[config.mk]
export PLATFORM = sky130hd
export DESIGN_NAME = sargantana_itag_ctrl
export DESIGN_NICKNAME = d
export VERILOG_FILES = /design/src/rtl/sargantana_icache_pkg.sv /design/src/rtl/sargantana_icache_rr_victim.sv /design/src/rtl/sargantana_itag_ctrl.sv
export SDC_FILE = /design/constraint.sdc
export NUM_CORES = 1
export LEC_CHECK = 0
export ABC_CLOCK_PERIOD_IN_PS = 2600
export BUFFER_PORTS_ARGS = -buffer_cell sky130_fd_sc_hd__clkbuf_2
export CORE_MARGIN = 3
export CORE_UTILIZATION = 41
export CTS_BUF_LIST = sky130_fd_sc_hd__clkbuf_4 sky130_fd_sc_hd__clkbuf_8
export CTS_CLUSTER_DIAMETER = 40
export DETAILED_ROUTE_END_ITERATION = 16
export PLACE_DENSITY = 0.83
export SETUP_SLACK_MARGIN = 0.02
export SKIP_LAST_GASP = 1
export SLEW_MARGIN = 20
export SYNTH_ARGS = -nofsm -noshare
export SYNTH_HDL_FRONTEND = slang
export SYNTH_SLANG_ARGS = --single-unit
[constraint.sdc]
create_clock -name clk_i -period 2.6 [get_ports clk_i]
set_clock_uncertainty 0.1 [all_clocks]
set_input_delay 0.26 -clock clk_i [delete_from_list [all_inputs] [get_ports clk_i]]
set_output_delay 0.26 -clock clk_i [all_outputs]
set_load 0.03 [all_outputs]
[src/rtl/sargantana_icache_pkg.sv]
// Shared types for the instruction-cache tag path: controller FSM states and
// the per-way one-hot vector type.
package sargantana_icache_pkg;

    localparam int unsigned ICACHE_N_WAY = 4;

    typedef enum logic {
        IDLE  = 1'b0,
        FLUSH = 1'b1
    } itag_ctrl_state_t;

    typedef logic [ICACHE_N_WAY-1:0] icache_way_t;

endpackage

[src/rtl/sargantana_icache_rr_victim.sv]
// Round-robin refill victim pointer held as a one-hot vector; rotates one way
// each cycle advance_i is high.
module sargantana_icache_rr_victim
    import sargantana_icache_pkg::*;
#(
    parameter int unsigned N_WAY = 4
) (
    input  logic             clk_i,
    input  logic             rst_i,
    input  logic             advance_i,
    output logic [N_WAY-1:0] way_o
);

    logic [N_WAY-1:0] ptr_reg;
    logic [N_WAY-1:0] ptr_rot;
    logic [N_WAY-1:0] ptr_next;

    genvar gi;
    generate
        for (gi = 0; gi < N_WAY; gi++) begin : g_rot
            assign ptr_rot[gi] = ptr_reg[(gi + N_WAY - 1) % N_WAY];
        end
    endgenerate

    always_comb begin
        ptr_next = ptr_reg;
        if (advance_i) begin
            ptr_next = ptr_rot;
        end
    end

    always_ff @(posedge clk_i) begin
        if (rst_i) begin
            ptr_reg <= {{(N_WAY-1){1'b0}}, 1'b1};
        end else begin
            ptr_reg <= ptr_next;
        end
    end

    assign way_o = ptr_reg;

endmodule

[src/rtl/sargantana_itag_ctrl.sv]
// Arbitrates the single tag-array port between flush sweep, refill write and
// lookup, and compares the returned tags one cycle after a lookup is accepted.
module sargantana_itag_ctrl #(
    parameter int unsigned ICACHE_N_WAY   = 4,
    parameter int unsigned TAG_DEPTH      = 64,
    parameter int unsigned TAG_ADDR_WIDHT = $clog2(TAG_DEPTH),
    parameter int unsigned TAG_WIDHT      = 20
) (
    input  logic                              clk_i,
    input  logic                              rst_i,
    input  logic                              flush_i,
    output logic                              flush_busy_o,
    output logic                              flush_done_o,
    input  logic                              lookup_valid_i,
    output logic                              lookup_ready_o,
    input  logic [TAG_ADDR_WIDHT-1:0]         lookup_idx_i,
    input  logic [TAG_WIDHT-1:0]              lookup_tag_i,
    output logic                              resp_valid_o,
    output logic                              resp_hit_o,
    output logic [ICACHE_N_WAY-1:0]           resp_way_o,
    input  logic                              refill_valid_i,
    output logic                              refill_ready_o,
    input  logic [TAG_ADDR_WIDHT-1:0]         refill_idx_i,
    input  logic [TAG_WIDHT-1:0]              refill_tag_i,
    output logic [ICACHE_N_WAY-1:0]           refill_way_o,
    output logic [ICACHE_N_WAY-1:0]           tag_req_o,
    output logic                              tag_we_o,
    output logic                              tag_vbit_o,
    output logic                              tag_flush_o,
    output logic [TAG_WIDHT-1:0]              tag_data_o,
    output logic [TAG_ADDR_WIDHT-1:0]         tag_addr_o,
    input  logic [ICACHE_N_WAY*TAG_WIDHT-1:0] tag_way_i,
    input  logic [ICACHE_N_WAY-1:0]           tag_vbit_i
);

    import sargantana_icache_pkg::*;

    localparam logic [TAG_ADDR_WIDHT-1:0] LAST_SET = TAG_ADDR_WIDHT'(TAG_DEPTH - 1);

    itag_ctrl_state_t          state_reg, state_next;
    logic [TAG_ADDR_WIDHT-1:0] cnt_reg, cnt_next;
    logic                      resp_pending_reg;
    logic [TAG_WIDHT-1:0]      tag_q_reg;
    logic                      refill_acc;
    logic                      lookup_acc;

    sargantana_icache_rr_victim #(
        .N_WAY (ICACHE_N_WAY)
    ) u_rr_victim (
        .clk_i     (clk_i),
        .rst_i     (rst_i),
        .advance_i (refill_acc),
        .way_o     (refill_way_o)
    );

    always_comb begin
        state_next     = state_reg;
        cnt_next       = cnt_reg;
        flush_done_o   = 1'b0;
        refill_ready_o = 1'b0;
        lookup_ready_o = 1'b0;
        refill_acc     = 1'b0;
        lookup_acc     = 1'b0;
        tag_req_o      = '0;
        tag_we_o       = 1'b0;
        tag_vbit_o     = 1'b0;
        tag_data_o     = '0;
        tag_addr_o     = lookup_idx_i;

        case (state_reg)
            FLUSH: begin
                tag_req_o  = '1;
                tag_we_o   = 1'b1;
                tag_addr_o = cnt_reg;
                // A new request aborts the sweep silently and starts over.
                if (flush_i) begin
                    cnt_next = '0;
                end else if (cnt_reg == LAST_SET) begin
                    flush_done_o = 1'b1;
                    state_next   = IDLE;
                    cnt_next     = '0;
                end else begin
                    cnt_next = cnt_reg + 1'b1;
                end
            end
            default: begin
                refill_ready_o = !flush_i && !rst_i;
                lookup_ready_o = !flush_i && !refill_valid_i && !rst_i;
                refill_acc     = refill_valid_i && refill_ready_o;
                lookup_acc     = lookup_valid_i && lookup_ready_o;
                if (flush_i) begin
                    state_next = FLUSH;
                    cnt_next   = '0;
                end
                if (refill_acc) begin
                    tag_req_o  = refill_way_o;
                    tag_we_o   = 1'b1;
                    tag_vbit_o = 1'b1;
                    tag_data_o = refill_tag_i;
                    tag_addr_o = refill_idx_i;
                end else if (lookup_acc) begin
                    tag_req_o  = '1;
                    tag_addr_o = lookup_idx_i;
                end
            end
        endcase
    end

    always_ff @(posedge clk_i) begin
        if (rst_i) begin
            state_reg        <= FLUSH;
            cnt_reg          <= '0;
            resp_pending_reg <= 1'b0;
        end else begin
            state_reg        <= state_next;
            cnt_reg          <= cnt_next;
            resp_pending_reg <= lookup_acc;
        end
    end

    always_ff @(posedge clk_i) begin
        if (lookup_acc) begin
            tag_q_reg <= lookup_tag_i;
        end
    end

    genvar gi;
    generate
        for (gi = 0; gi < ICACHE_N_WAY; gi++) begin : g_cmp
            assign resp_way_o[gi] = resp_pending_reg && tag_vbit_i[gi] &&
                                    (tag_way_i[gi*TAG_WIDHT +: TAG_WIDHT] == tag_q_reg);
        end
    endgenerate

    assign resp_valid_o = resp_pending_reg;
    assign resp_hit_o   = |resp_way_o;
    assign flush_busy_o = (state_reg == FLUSH);
    assign tag_flush_o  = 1'b0;

endmodule

# [After elaboration in Yosys (flattened, before gate mapping)]
# Cells that the tools add are included.
# W data, S select, Z words.
[word_totals] latchBits=0 inputBits=141 reg_bits=32 output_inout_bits=47 n_memories=0 mem_bits_ro=0 ramBits=0 elab_cells=54
[classes] magnitude_cmp=0 div_mod_pow=0 bitwise_logic=0 addsub=1 n_mul=0 n_mux=25 reduce_logical=18 n_shift=0 n_eq_ne=5
[op_table] op="$eq A20 B20 Y1" n=4
[op_table] op="$mux W20" n=2
[op_table] op="$mux W6" n=6
[op_table] op="$mux W1" n=14
[op_table] op="$logic_and A1 B1 Y1" n=13
[op_table] op="$mux W4" n=3
[op_table] op="$add A6 B1 Y6 const B" n=1
[op_table] op="$eq A6 B6 Y1 const B" n=1
[op_table] op="$reduce_or A4 Y1" n=1
[op_table] op="$logic_not A1 Y1" n=3
[op_table] op="$reduce_bool A2 Y1" n=1

# [Logic depth before layout (Yosys ltp)]
# Gate-level depths: netlist of run 1.
[logic_depth] depth_word=7 ltp_mapped=6 depth_no_buf=6

# [Hierarchy]
# From an unflattened synthesis of run 1, not the netlist that was laid out.
[hier_totals] cells_unflattened=244 hier_area_um2=2368.5
[modules_own_cells] module="sargantana_itag_ctrl" n_inst=1 seq_area_each_um2=760.7 area_each_um2=2224.6 cells_each=231
[modules_own_cells] module="sargantana_icache_rr_victim" n_inst=1 seq_area_each_um2=80.1 area_each_um2=143.9 cells_each=13

# [Worst setup path after synthesis of run 1]
# Ideal clock, no wire load.
[synth_timing] kind="flip-flop to output port" start="reg tag_q_reg[16]" end="out resp_hit_o" arrival_time_ns=2.131 path_stages_with_launch=6 path_buffers=0 slack_ns=0.109 path_cell_list="edfxtp_1 xor2_1 nor4_1 nand4_1 nor4_2 or4_1"
[synth_between] elab_chain_cells=3 word_cells_on_any_way=9
[synth_rtl] element="start, declared" line_no="sargantana_itag_ctrl.sv:43" source="logic [TAG_WIDHT-1:0] tag_q_reg;"
[synth_rtl] element="start signal, assigned" line_no="sargantana_itag_ctrl.sv:123" source="tag_q_reg <= lookup_tag_i;"
[synth_rtl] element="$eq A20 B20 Y1" line_no="sargantana_itag_ctrl.sv:131" source="(tag_way_i[gi*TAG_WIDHT +: TAG_WIDHT] == tag_q_reg);"
[synth_rtl] element="$logic_and A1 B1 Y1" line_no="sargantana_itag_ctrl.sv:130" source="assign resp_way_o[gi] = resp_pending_reg && tag_vbit_i[gi] &&"
[synth_rtl] element="via resp_way_o[3]" line_no="sargantana_itag_ctrl.sv:20" source="output logic [ICACHE_N_WAY-1:0] resp_way_o,"
[synth_rtl] element="$reduce_or A4 Y1" line_no="sargantana_itag_ctrl.sv:136" source="assign resp_hit_o = |resp_way_o;"
[synth_rtl] element="end, declared" line_no="sargantana_itag_ctrl.sv:19" source="output logic resp_hit_o,"
# The timed path passes the listed nets, and every way through them passes these cells.

# [Worst setup path in the final report of run 1]
[layout_timing] start="reg tag_q_reg[14]" end="out resp_hit_o"
[layout_between] elab_chain_cells=3 word_cells_on_any_way=9
[layout_rtl] element="$eq A20 B20 Y1" line_no="sargantana_itag_ctrl.sv:131"
[layout_rtl] element="$logic_and A1 B1 Y1" line_no="sargantana_itag_ctrl.sv:130"
[layout_rtl] element="$reduce_or A4 Y1 (*)" line_no="sargantana_itag_ctrl.sv:136"
# Mark *: on every way between the ends. The rest lies on a longest branch, timed or not.

==> reports/summary.md, run 1 <==
* **status** finished, final reports clean
* **total of endpoints with negative setup slack in the final report** 0
* **routed via count divided by cell count** 5.14
* **Crit. Startpoint** tag_q_reg[14]$_DFFE_PP_
* **remaining routing DRC violations** 0
* **setup repair after global routing missed its margin** false
* **combinational power share** 19.0%
* **grt ovf** 0
* **via count of the first global-routing pass** 2492
* **count of pins over their slew limit** 0
* **Final Routed Wirelength** 8150 microns
* **commonest cells after routing, fill and taps aside** sky130_fd_sc_hd__clkbuf_2 (186), sky130_fd_sc_hd__xnor2_1 (48), sky130_fd_sc_hd__xor2_1 (34), sky130_fd_sc_hd__and3_1 (22), sky130_fd_sc_hd__edfxtp_1 (20)
* **combined buffer and inverter count along the critical path** 1
* **Finished Core Util** 62.4%
* **required time of the critical path** 2.24 ns
* **terminus of the critical flop-to-flop path** tag_q_reg[19]$_DFFE_PP_
* **setup slack, reg-to-reg** 1.02 ns
* **Critical Path AT** 2.13 ns
* **Final period util** 95.8%
* **layout-stage area growth over the synthesis result** 45.9%
* **total number of vias** 2601
* **net count after synthesis** 390
* **fraction of final layout cells sized beyond drive strength 1** 48.2%
* **Post-Route Setup TNS** 0 ns
* **Bufs on Longest Clock Path** 2
* **initial core utilization** 42.8%
* **CP Capture Type** output port
* **Leak Pwr** 1.67 nW
* **TritonCTS clock tree** yes
* **net switching power figure** 0.267 mW
* **average routed wire per standard cell** 16.1 microns
* **IR drop worst, VDD** 196 uV
* **clock-pin slew of the registers on the worst-case setup and hold paths** 0.06 ns
* **Std-Cell Rows** 27
* **number of nets in the layout** 575
* **most frequent standard cell in the layout excluding fill and tap cells** sky130_fd_sc_hd__clkbuf_2
* **overall die height** 82.3 microns
* **Final Critical Period** 2.49 ns
* **Internal** 0.869 mW
* **launching element type of the critical path** flop
* **register share of total power** 47.7%
* **clock network fraction of total power** 33.3%
* **worst slack at placement** 0.438 ns
* **clock root buffer** sky130_fd_sc_hd__clkbuf_8
* **later-pin clock latency in the skew report** 0.27 ns
* **kind of cell adding the most delay to the critical path** simple AND/OR/NAND/NOR gates
* **number of optimization iterations in the first detailed-route pass** 4
* **synthesized instance count** 248
* **maximum fanout count along the critical path** 4
* **cell area after synthesis** 2380 sq um
* **antenna diode count** 0
* **highest attainable clock frequency** 401 MHz
* **worst reg2reg startpoint** flush_busy_o$_SDFF_PP1_
* **global placer's final weighted congestion** 0.923
* **count of different cell masters after synthesis** 33
* **R2R cell count** 4
* **clock sinks** 32
* **Worst path max stage delay** 0.50 ns
* **Global Route Usage Sum** 23.3%
* **top-level I/O count** 188
* **switching share of power** 23.5%
* **worst hold start** lookup_tag_i[19]
* **power density over the cells** 326 nW/um^2
* **hold buffer count at CTS** 0
* **post-detailed-placement half-perimeter wirelength** 7110 microns
* **startpoint-to-endpoint class of the critical path** reg2out
* **hold violation total from the final report** 0
* **maximum number of pins on one net before global-route repair** 29
* **residual antenna-violating net count after detailed routing** 0
* **slowest stage cell on the critical path** sky130_fd_sc_hd__edfxtp_1
* **cell breakdown of the critical path** xor2_1, nor4_1, nand4_1, nor4_2, or4_1, clkbuf_2
* **final-layout worst hold slack** 0.0561 ns
* **Ys Warns** 0
* **antenna violations before repair** 0
* **clock buffer count from CTS** 5
* **Largest register FFs** 20
* **WHS Path Cells** 1
* **Die X-Extent** 82.3 microns
* **number of DRC markers after the initial detailed-route iteration** 86
* **core region area** 5570 sq um
* **average size of a mapped cell** 9.62 sq um
* **synthesized flop and latch total** 32
* **worst min-delay path class** in2reg
* **die area** 6770 sq um
* **first-pass GRT wire length** 11700 microns
* **sequential element share of the synthesized area** 35.3%
* **PnR worst setup slack** 0.109 ns
* **port bufs** 186
* **destination of the worst hold path** tag_q_reg[19]$_DFFE_PP_
* **max capacitance violation total** 0
* **H-tree depth** 2
-- per-layer routing --
layer | wire length [microns] | global-route usage, % | up-vias
met3 | 811 | 6.40 | 34
met1 | 2800 | 22.6 | 1155
met5 | 0 | 0 | -
met4 | 413 | 13.6 | 0
li1 | - | - | 1242
met2 | 4130 | 43.6 | 170
-- area by class of cell --
type / count / area, sq um
Tap cell: 72 / 90.1
Timing Repair Buffer: 193 / 983
Clock inverter: 1 / 5.00
Fill cell: 472 / 2090
Multi-Input combinational cell: 201 / 1480
Clock buffer: 7 / 83.8
Sequential cell: 32 / 841
-- metrics by stage --
stage          instance area (sq um)  power (mW)  instances
2_1_floorplan                   2380       0.633        248
3_3_place_gp                    3360       0.765        494
3_5_place_dp                    3360       0.768        494
4_1_cts                         3450        1.15        502
5_1_grt                         3480        1.19        506
6_report                        3480        1.14        506
-- worst max path at each step --
| stage | to | depth (start not counted) |
|---|---|---|
| floorplan | resp_hit_o | 5 |
| global placement | resp_hit_o | 6 |
| detailed placement | resp_hit_o | 6 |
| CTS | resp_hit_o | 6 |
| global route | resp_hit_o | 6 |
| finish | resp_hit_o | 6 |
-- synthesized netlist by cell type --
| master | instances | share of area [%] |
|---|---|---|
| sky130_fd_sc_hd__a211o_1 | 1 | 0.37 |
| sky130_fd_sc_hd__a21oi_1 | 6 | 1.3 |
| sky130_fd_sc_hd__a31oi_1 | 1 | 0.26 |
| sky130_fd_sc_hd__a41oi_1 | 1 | 0.37 |
| sky130_fd_sc_hd__and2_1 | 4 | 1.0 |
| sky130_fd_sc_hd__and3_1 | 22 | 5.8 |
| sky130_fd_sc_hd__buf_2 | 2 | 0.42 |
| sky130_fd_sc_hd__buf_4 | 2 | 0.63 |
| sky130_fd_sc_hd__clkbuf_1 | 10 | 1.6 |
| sky130_fd_sc_hd__clkbuf_2 | 1 | 0.21 |
| sky130_fd_sc_hd__conb_1 | 1 | 0.16 |
| sky130_fd_sc_hd__dfxtp_1 | 12 | 10 |
| sky130_fd_sc_hd__edfxtp_1 | 20 | 25 |
| sky130_fd_sc_hd__ha_1 | 1 | 0.52 |
| sky130_fd_sc_hd__mux2_2 | 1 | 0.47 |
| sky130_fd_sc_hd__mux2i_1 | 10 | 4.2 |
| sky130_fd_sc_hd__nand2_1 | 10 | 1.6 |
| sky130_fd_sc_hd__nand2b_1 | 1 | 0.26 |
| sky130_fd_sc_hd__nand3_1 | 2 | 0.42 |
| sky130_fd_sc_hd__nand4_1 | 17 | 4.5 |
| sky130_fd_sc_hd__nor2_1 | 10 | 1.6 |
| sky130_fd_sc_hd__nor2_2 | 1 | 0.26 |
| sky130_fd_sc_hd__nor2b_1 | 2 | 0.52 |
| sky130_fd_sc_hd__nor3_1 | 2 | 0.42 |
| sky130_fd_sc_hd__nor3b_1 | 1 | 0.31 |
| sky130_fd_sc_hd__nor4_1 | 8 | 2.1 |
| sky130_fd_sc_hd__nor4_2 | 4 | 2.1 |
| sky130_fd_sc_hd__o21ai_0 | 6 | 1.3 |
| sky130_fd_sc_hd__o21bai_1 | 4 | 1.3 |
| sky130_fd_sc_hd__or2_2 | 2 | 0.52 |
| sky130_fd_sc_hd__or4_1 | 1 | 0.31 |
| sky130_fd_sc_hd__xnor2_1 | 48 | 18 |
| sky130_fd_sc_hd__xor2_1 | 34 | 12 |
-- cell families after synthesis --
family / count (synthesis) / synth area share, %
XOR/XNOR: 82 / 30.1
adder cells (fa/ha/maj): 1 / 0.525
buffers and inverters: 15 / 2.83
AO/OA/AOI/OAI: 19 / 4.77
flip-flops: 32 / 35.3
other: 1 / 0.157
multiplexers: 11 / 4.67
AND/OR/NAND/NOR: 87 / 21.7
-- power groups by stage --
stage               Clock, mW  Sequential (mW)  Combinational (mW)
global route            0.417            0.541               0.234
detailed placement          0            0.552               0.215
global placement            0            0.552               0.213
floorplan                   0            0.552              0.0807
CTS                     0.393            0.541               0.217
finish                  0.379            0.541               0.216
-- repair_timing --
action / in CTS / in global routing
setup buffers: 0 / 4
gates resized for setup: 0 / 0
setup endpoints to repair: 0 / 1
-- worst register-to-register path, stage by stage (launching register included) --
cell	delay (ns)
sky130_fd_sc_hd__dfxtp_1	0.32
sky130_fd_sc_hd__nor2_2	0.21
sky130_fd_sc_hd__buf_4	0.23
sky130_fd_sc_hd__and2_1	0.14
sky130_fd_sc_hd__buf_4	0.26
No activity file was read; power rests on OpenSTA's default activity.
==> inputs of run 2 (changes only) <==
Settings changed: REMOVE_ABC_BUFFERS set to 1.
==> run 2 against run 1 <==
Sequential power about the same. Hold slack barely moved. Final area rose by 2.8%. Cell count up 2.0%. Critical path depth increased by 1.
==> reports/summary.md, run 2 (synthesized netlist as in run 1, its figures left out) <==
* **status** finished, final reports clean
* **clock buffer count from CTS** 5, unchanged
* **fraction of final layout cells sized beyond drive strength 1** 50.0%, +1.8 points
* **most frequent standard cell in the layout excluding fill and tap cells** sky130_fd_sc_hd__clkbuf_2
* **count of pins over their slew limit** 0, unchanged
* **commonest cells after routing, fill and taps aside** sky130_fd_sc_hd__clkbuf_2 (185), sky130_fd_sc_hd__xnor2_1 (48), sky130_fd_sc_hd__xor2_1 (34), sky130_fd_sc_hd__and3_1 (22), sky130_fd_sc_hd__edfxtp_1 (20)
* **post-detailed-placement half-perimeter wirelength** 6740 microns, -5.2%
* **worst hold start** lookup_tag_i[7]
* **highest attainable clock frequency** 405 MHz, +0.80%
* **multi-input logic area** 1500 sq um, +1.7%
* **Final Critical Period** 2.47 ns, -0.0197 ns
* **Final period util** 95.1%, -0.76 points
* **Final Routed Wirelength** 8170 microns, +0.20%
* **clock sinks** 32, unchanged
* **switching share of power** 24.6%, +1.1 points
* **antenna violations before repair** 0, unchanged
* **via count of the first global-routing pass** 2400, -3.7%
* **core region area** 5570 sq um, unchanged
* **max capacitance violation total** 0, unchanged
* **setup slack, reg-to-reg** 0.93 ns, -0.09 ns
* **worst min-delay path class** in2reg
* **maximum fanout count along the critical path** 2, -2
* **port bufs** 186, unchanged
* **maximum number of pins on one net before global-route repair** 29, unchanged
* **die area** 6770 sq um, unchanged
* **Global Route Usage Sum** 22.1%, -1.2 points
* **WHS Path Cells** 1, unchanged
* **fill cell instance count of the final layout** 488, +3.4%
* **number of nets in the layout** 585, +1.7%
* **power density over the cells** 313 nW/um^2, -4.3%
* **residual antenna-violating net count after detailed routing** 0, unchanged
* **overall die height** 82.3 microns, unchanged
* **final-layout worst hold slack** 0.0558 ns, -0.000369 ns
* **combinational power share** 19.3%, +0.3 points
* **required time of the critical path** 2.24 ns, about the same
* **layout-stage area growth over the synthesis result** 49.9%
* **total number of vias** 2561, -1.5%
* **Bufs on Longest Clock Path** 2, unchanged
* **Worst path max stage delay** 0.39 ns, -0.11 ns
* **Internal** 0.842 mW, -3.0%
* **later-pin clock latency in the skew report** 0.27 ns, about the same
* **IR drop worst, VDD** 167 uV, -15%
* **number of DRC markers after the initial detailed-route iteration** 83, -3.5%
* **number of optimization iterations in the first detailed-route pass** 4, unchanged
* **Largest register FFs** 20, unchanged
* **average routed wire per standard cell** 15.8 microns, -1.7%
* **worst reg2reg startpoint** flush_busy_o$_SDFF_PP1_
* **destination of the worst hold path** tag_q_reg[7]$_DFFE_PP_
* **Die X-Extent** 82.3 microns, unchanged
* **Post-Route Setup TNS** 0 ns, unchanged
* **slew at the pin closest to its max-slew limit** 0.526 ns
* **Slew Limit Headroom** 64.9%
* **antenna diode count** 0, unchanged
* **Crit. Startpoint** tag_q_reg[13]$_DFFE_PP_
* **clock root buffer** sky130_fd_sc_hd__clkbuf_8
* **global placer's final weighted congestion** 0.904, -2.1%
* **cell breakdown of the critical path** buf_4, xor2_1, nor4_2, nand4_1, nor4_2, or4_1, buf_4
* **first-pass GRT wire length** 11300 microns, -3.5%
* **TritonCTS clock tree** yes
* **total of endpoints with negative setup slack in the final report** 0, unchanged
* **top-level I/O count** 188, unchanged
* **R2R cell count** 4, unchanged
* **Critical Path AT** 2.11 ns, -0.02 ns
* **clock-pin slew of the registers on the worst-case setup and hold paths** 0.07 ns, about the same
* **Leak Pwr** 1.72 nW, +2.8%
* **initial core utilization** 42.8%, unchanged
* **slowest stage cell on the critical path** sky130_fd_sc_hd__edfxtp_1
* **launching element type of the critical path** flop
* **startpoint-to-endpoint class of the critical path** reg2out
* **setup repair after global routing missed its margin** false
* **remaining routing DRC violations** 0, unchanged
* **final total power** 1.12 mW, -1.6%
* **register share of total power** 48.4%, +0.7 points
* **terminus of the critical flop-to-flop path** u_rr_victim.way_o[0]$_SDFFE_PP1P_
* **Final Non-Filler Cells** 516, +2.0%
* **grt ovf** 0, unchanged
* **total area of sequential cells** 841 sq um, unchanged
* **H-tree depth** 2, unchanged
* **hold violation total from the final report** 0, unchanged
* **routed via count divided by cell count** 4.96, -3.4%
* **net switching power figure** 0.275 mW, +3.1%
* **CP Capture Type** output port
* **clock network fraction of total power** 32.2%, -1.1 points
* **Placed Instances** 494, unchanged
* **Std-Cell Rows** 27, unchanged
[run 2: stage by stage]
step,setup slack [ns],utilization [%],instance area [sq um]
2_1_floorplan,0.109,-,2320
3_3_place_gp,0.279,60.3,3360
3_5_place_dp,0.280,60.3,3360
4_1_cts,0.0330,61.9,3450
5_1_grt,0.0269,64.2,3580
6_report,0.129,64.2,3580
[run 2: power groups by stage]
stage / registers [mW] / clock network [mW] / logic (mW)
global placement: 0.552 / 0 / 0.208
finish: 0.541 / 0.360 / 0.216
floorplan: 0.552 / 0 / 0.0745
global route: 0.541 / 0.392 / 0.236
CTS: 0.541 / 0.371 / 0.213
detailed placement: 0.552 / 0 / 0.212
[run 2: timing repair]
action | in CTS | in global routing
hold buffers | 0 | 0
cloned | 0 | 0
setup buffers | 1 | 13
endpoints found under the setup margin | 1 | 2
gates resized for setup | 0 | 7
pin swaps | 1 | 6
[run 2: worst max path at each step]
stage / to / slack, ns
after global routing: resp_hit_o / 0.03
after floorplan: resp_hit_o / 0.11
final: resp_hit_o / 0.13
after detailed placement: resp_hit_o / 0.28
after global placement: resp_hit_o / 0.28
after CTS: resp_hit_o / 0.03
[run 2: layout make-up]
| type | count | share of cell area (%) |
|---|---|---|
| clock buffers | 5 | 1.92 |
| clock inverters | 3 | 0.385 |
| multi-input cells | 201 | 42.0 |
| flip-flops and latches | 32 | 23.5 |
| well taps | 72 | 2.52 |
| repair buffers | 203 | 29.7 |
[run 2: metal layers]
metal / wire length, microns / track usage, %
met5: 0 / 0
met1: 3020 / 23.9
met2: 4110 / 39.9
met3: 805 / 6.83
met4: 238 / 8.97
[run 2: worst max-delay path, delay by kind of cell, from the launching register on]
kind | cells | cell delay [ns]
buf+inv | 2 | 0.31
simple gates | 4 | 0.97
flops | 1 | 0.39
xor+xnor | 1 | 0.17
==> inputs of run 3 (changes only) <==
Settings changed: CORE_UTILIZATION 41 to 40, CTS_BUF_LIST sky130_fd_sc_hd__clkbuf_4 sky130_fd_sc_hd__clkbuf_8 to unset, PLACE_DENSITY 0.83 to 0.81.
==> run 3 against run 2 <==
Critical path depth is 1 lower. Hold slack worse by 0.0059 ns. Flip-flop and latch count did not move. Largest power group unchanged.
==> reports/summary.md, run 3 (synthesized netlist as in run 1, its figures left out) <==
* **post-detailed-placement half-perimeter wirelength** 6880 microns, +2.1%
* **slowest stage cell on the critical path** sky130_fd_sc_hd__edfxtp_1
* **overall die height** 83.2 microns, +1.2%
* **CP Capture Type** output port
* **maximum number of pins on one net before global-route repair** 29, unchanged
* **remaining routing DRC violations** 0, unchanged
* **count of pins over their slew limit** 0, unchanged
* **fraction of final layout cells sized beyond drive strength 1** 49.9%, -0.11 points
* **hold buffer count at CTS** 0, unchanged
* **Final Routed Wirelength** 8170 microns, about the same
* **Cell Area, Placed** 3370 sq um, +0.22%
* **Die X-Extent** 83.2 microns, +1.2%
* **Crit path top cell by count** sky130_fd_sc_hd__nor4_2
* **most frequent standard cell in the layout excluding fill and tap cells** sky130_fd_sc_hd__clkbuf_2
* **number of optimization iterations in the first detailed-route pass** 4, unchanged
* **WHS Path Cells** 1, unchanged
* **cell breakdown of the critical path** xor2_1, nor4_2, nand4_1, nor4_2, buf_4, clkbuf_4
* **later-pin clock latency in the skew report** 0.28 ns, about the same
* **Std-Cell Rows** 27, unchanged
* **Post-Route Setup TNS** 0 ns, unchanged
* **layout-stage area growth over the synthesis result** 50.2%
* **launching element type of the critical path** flop
* **setup slack, reg-to-reg** 1.07 ns, +0.14 ns
* **number of DRC markers after the initial detailed-route iteration** 79, -4.8%
* **Bufs on Longest Clock Path** 2, unchanged
* **clock-pin slew of the registers on the worst-case setup and hold paths** 0.07 ns, about the same
* **Finished Core Util** 63.5%, -0.66 points
* **CP Depth** 6, -1
* **Worst path max stage delay** 0.42 ns, +0.03 ns
* **Largest register FFs** 20, unchanged
* **Final Critical Period** 2.48 ns, +0.00714 ns
* **H-tree depth** 2, unchanged
* **hold violation total from the final report** 0, unchanged
* **total of endpoints with negative setup slack in the final report** 0, unchanged
* **IR drop worst, VDD** 243 uV, +46%
* **maximum fanout count along the critical path** 3, +1
* **average routed wire per standard cell** 15.8 microns, -0.16%
* **power density over the cells** 313 nW/um^2, about the same
* **Crit. Startpoint** tag_q_reg[6]$_DFFE_PP_
* **R2R cell count** 6, +2
* **final std cell area, no fill** 3580 sq um, +0.18%
* **status** finished, final reports clean
* **global placer's final weighted congestion** 0.946, +4.7%
* **worst hold start** lookup_tag_i[14]
* **top-level I/O count** 188, unchanged
* **port bufs** 186, unchanged
* **worst min-delay path class** in2reg
* **commonest cells after routing, fill and taps aside** sky130_fd_sc_hd__clkbuf_2 (184), sky130_fd_sc_hd__xnor2_1 (48), sky130_fd_sc_hd__xor2_1 (34), sky130_fd_sc_hd__and3_1 (22), sky130_fd_sc_hd__edfxtp_1 (20)
* **combined buffer and inverter count along the critical path** 2, unchanged
* **initial core utilization** 42.3%, -0.51 points
* **residual antenna-violating net count after detailed routing** 0, unchanged
* **total number of vias** 2591, +1.2%
* **core region area** 5640 sq um, +1.2%
* **Critical Path AT** 2.12 ns, about the same
* **clock root buffer** sky130_fd_sc_hd__clkbuf_8
* **die area** 6920 sq um, +2.3%
* **via count of the first global-routing pass** 2598, +8.3%
* **Global Route Usage Sum** 22.9%, +0.78 points
* **fill cell instance count of the final layout** 481, -1.4%
* **first-pass GRT wire length** 12700 microns, +13%
* **highest attainable clock frequency** 403 MHz, -0.29%
* **antenna violations before repair** 0, unchanged
* **clock sinks** 32, unchanged
* **antenna diode count** 0, unchanged
* **kind of cell adding the most delay to the critical path** simple AND/OR/NAND/NOR gates
* **Final period util** 95.3%, +0.27 points
* **number of nets in the layout** 586, +0.17%
* **max capacitance violation total** 0, unchanged
* **TritonCTS clock tree** yes
* **Leak Pwr** 1.72 nW, about the same
* **startpoint-to-endpoint class of the critical path** reg2out
* **required time of the critical path** 2.24 ns, about the same
* **clock buffer count from CTS** 5, unchanged
* **setup repair after global routing missed its margin** false
* **grt ovf** 0, unchanged
* **routed via count divided by cell count** 5.01, +0.98%
* **worst reg2reg startpoint** cnt_reg[0]$_SDFFE_PP0P_
==> run 3: through the flow <==
step                      std cells  hold WS (ns)  worst slack [ns]  total power [mW]
after global routing            517        0.0348           0.00459              1.18
after CTS                       508        0.0393            0.0356              1.14
after floorplan                 233         0.232             0.109             0.627
after global placement          495         0.338             0.314             0.761
after detailed placement        495         0.339             0.193             0.763
final                           517        0.0499             0.122              1.12
==> run 3: layout make-up <==
type / count / area [sq um] / area share, %
repair buffers: 204 / 1070 / 29.9
well taps: 72 / 90.1 / 2.51
clock inverters: 1 / 5.00 / 0.140
flip-flops and latches: 32 / 841 / 23.5
clock buffers: 7 / 76.3 / 2.13
multi-input cells: 201 / 1500 / 41.8
==> run 3: worst reg2reg max path: stages (launching register included) <==
cell	delay (ns)
sky130_fd_sc_hd__dfxtp_1	0.35
sky130_fd_sc_hd__ha_1	0.24
sky130_fd_sc_hd__and3_1	0.20
sky130_fd_sc_hd__nand3_1	0.14
sky130_fd_sc_hd__nand2_1	0.09
sky130_fd_sc_hd__mux2_2	0.28
sky130_fd_sc_hd__nor2_1	0.08
==> run 3: metal layers <==
metal | global-route usage (%) | wire (microns)
met1 | 25.5 | 3130
met2 | 41.4 | 4190
met3 | 7.04 | 702
met4 | 7.43 | 148
met5 | 0 | 0
==> run 3: path summary, 6_finish.rpt <==
| check | end |
|---|---|
| min | tag_q_reg[14]$_DFFE_PP_ |
| max reg2reg | cnt_reg[0]$_SDFFE_PP0P_ |
| max | resp_way_o[0] |
| min reg2reg | u_rr_victim.way_o[0]$_SDFFE_PP1P_ |
==> run 3: what timing repair did <==
| item | CTS | global route |
|---|---|---|
| resized for setup | 4 | 4 |
| endpoints found under the setup margin | 2 | 2 |
| setup buffers | 5 | 9 |
| pin swaps | 1 | 7 |
==> run 3: power breakdown <==
part | internal [mW] | leakage, nW | total (mW) | switching (mW)
sequential | 0.540 | 0.277 | 0.542 | 0.00188
clock | 0.188 | 0.0422 | 0.365 | 0.177
combinational | 0.121 | 1.40 | 0.213 | 0.0919
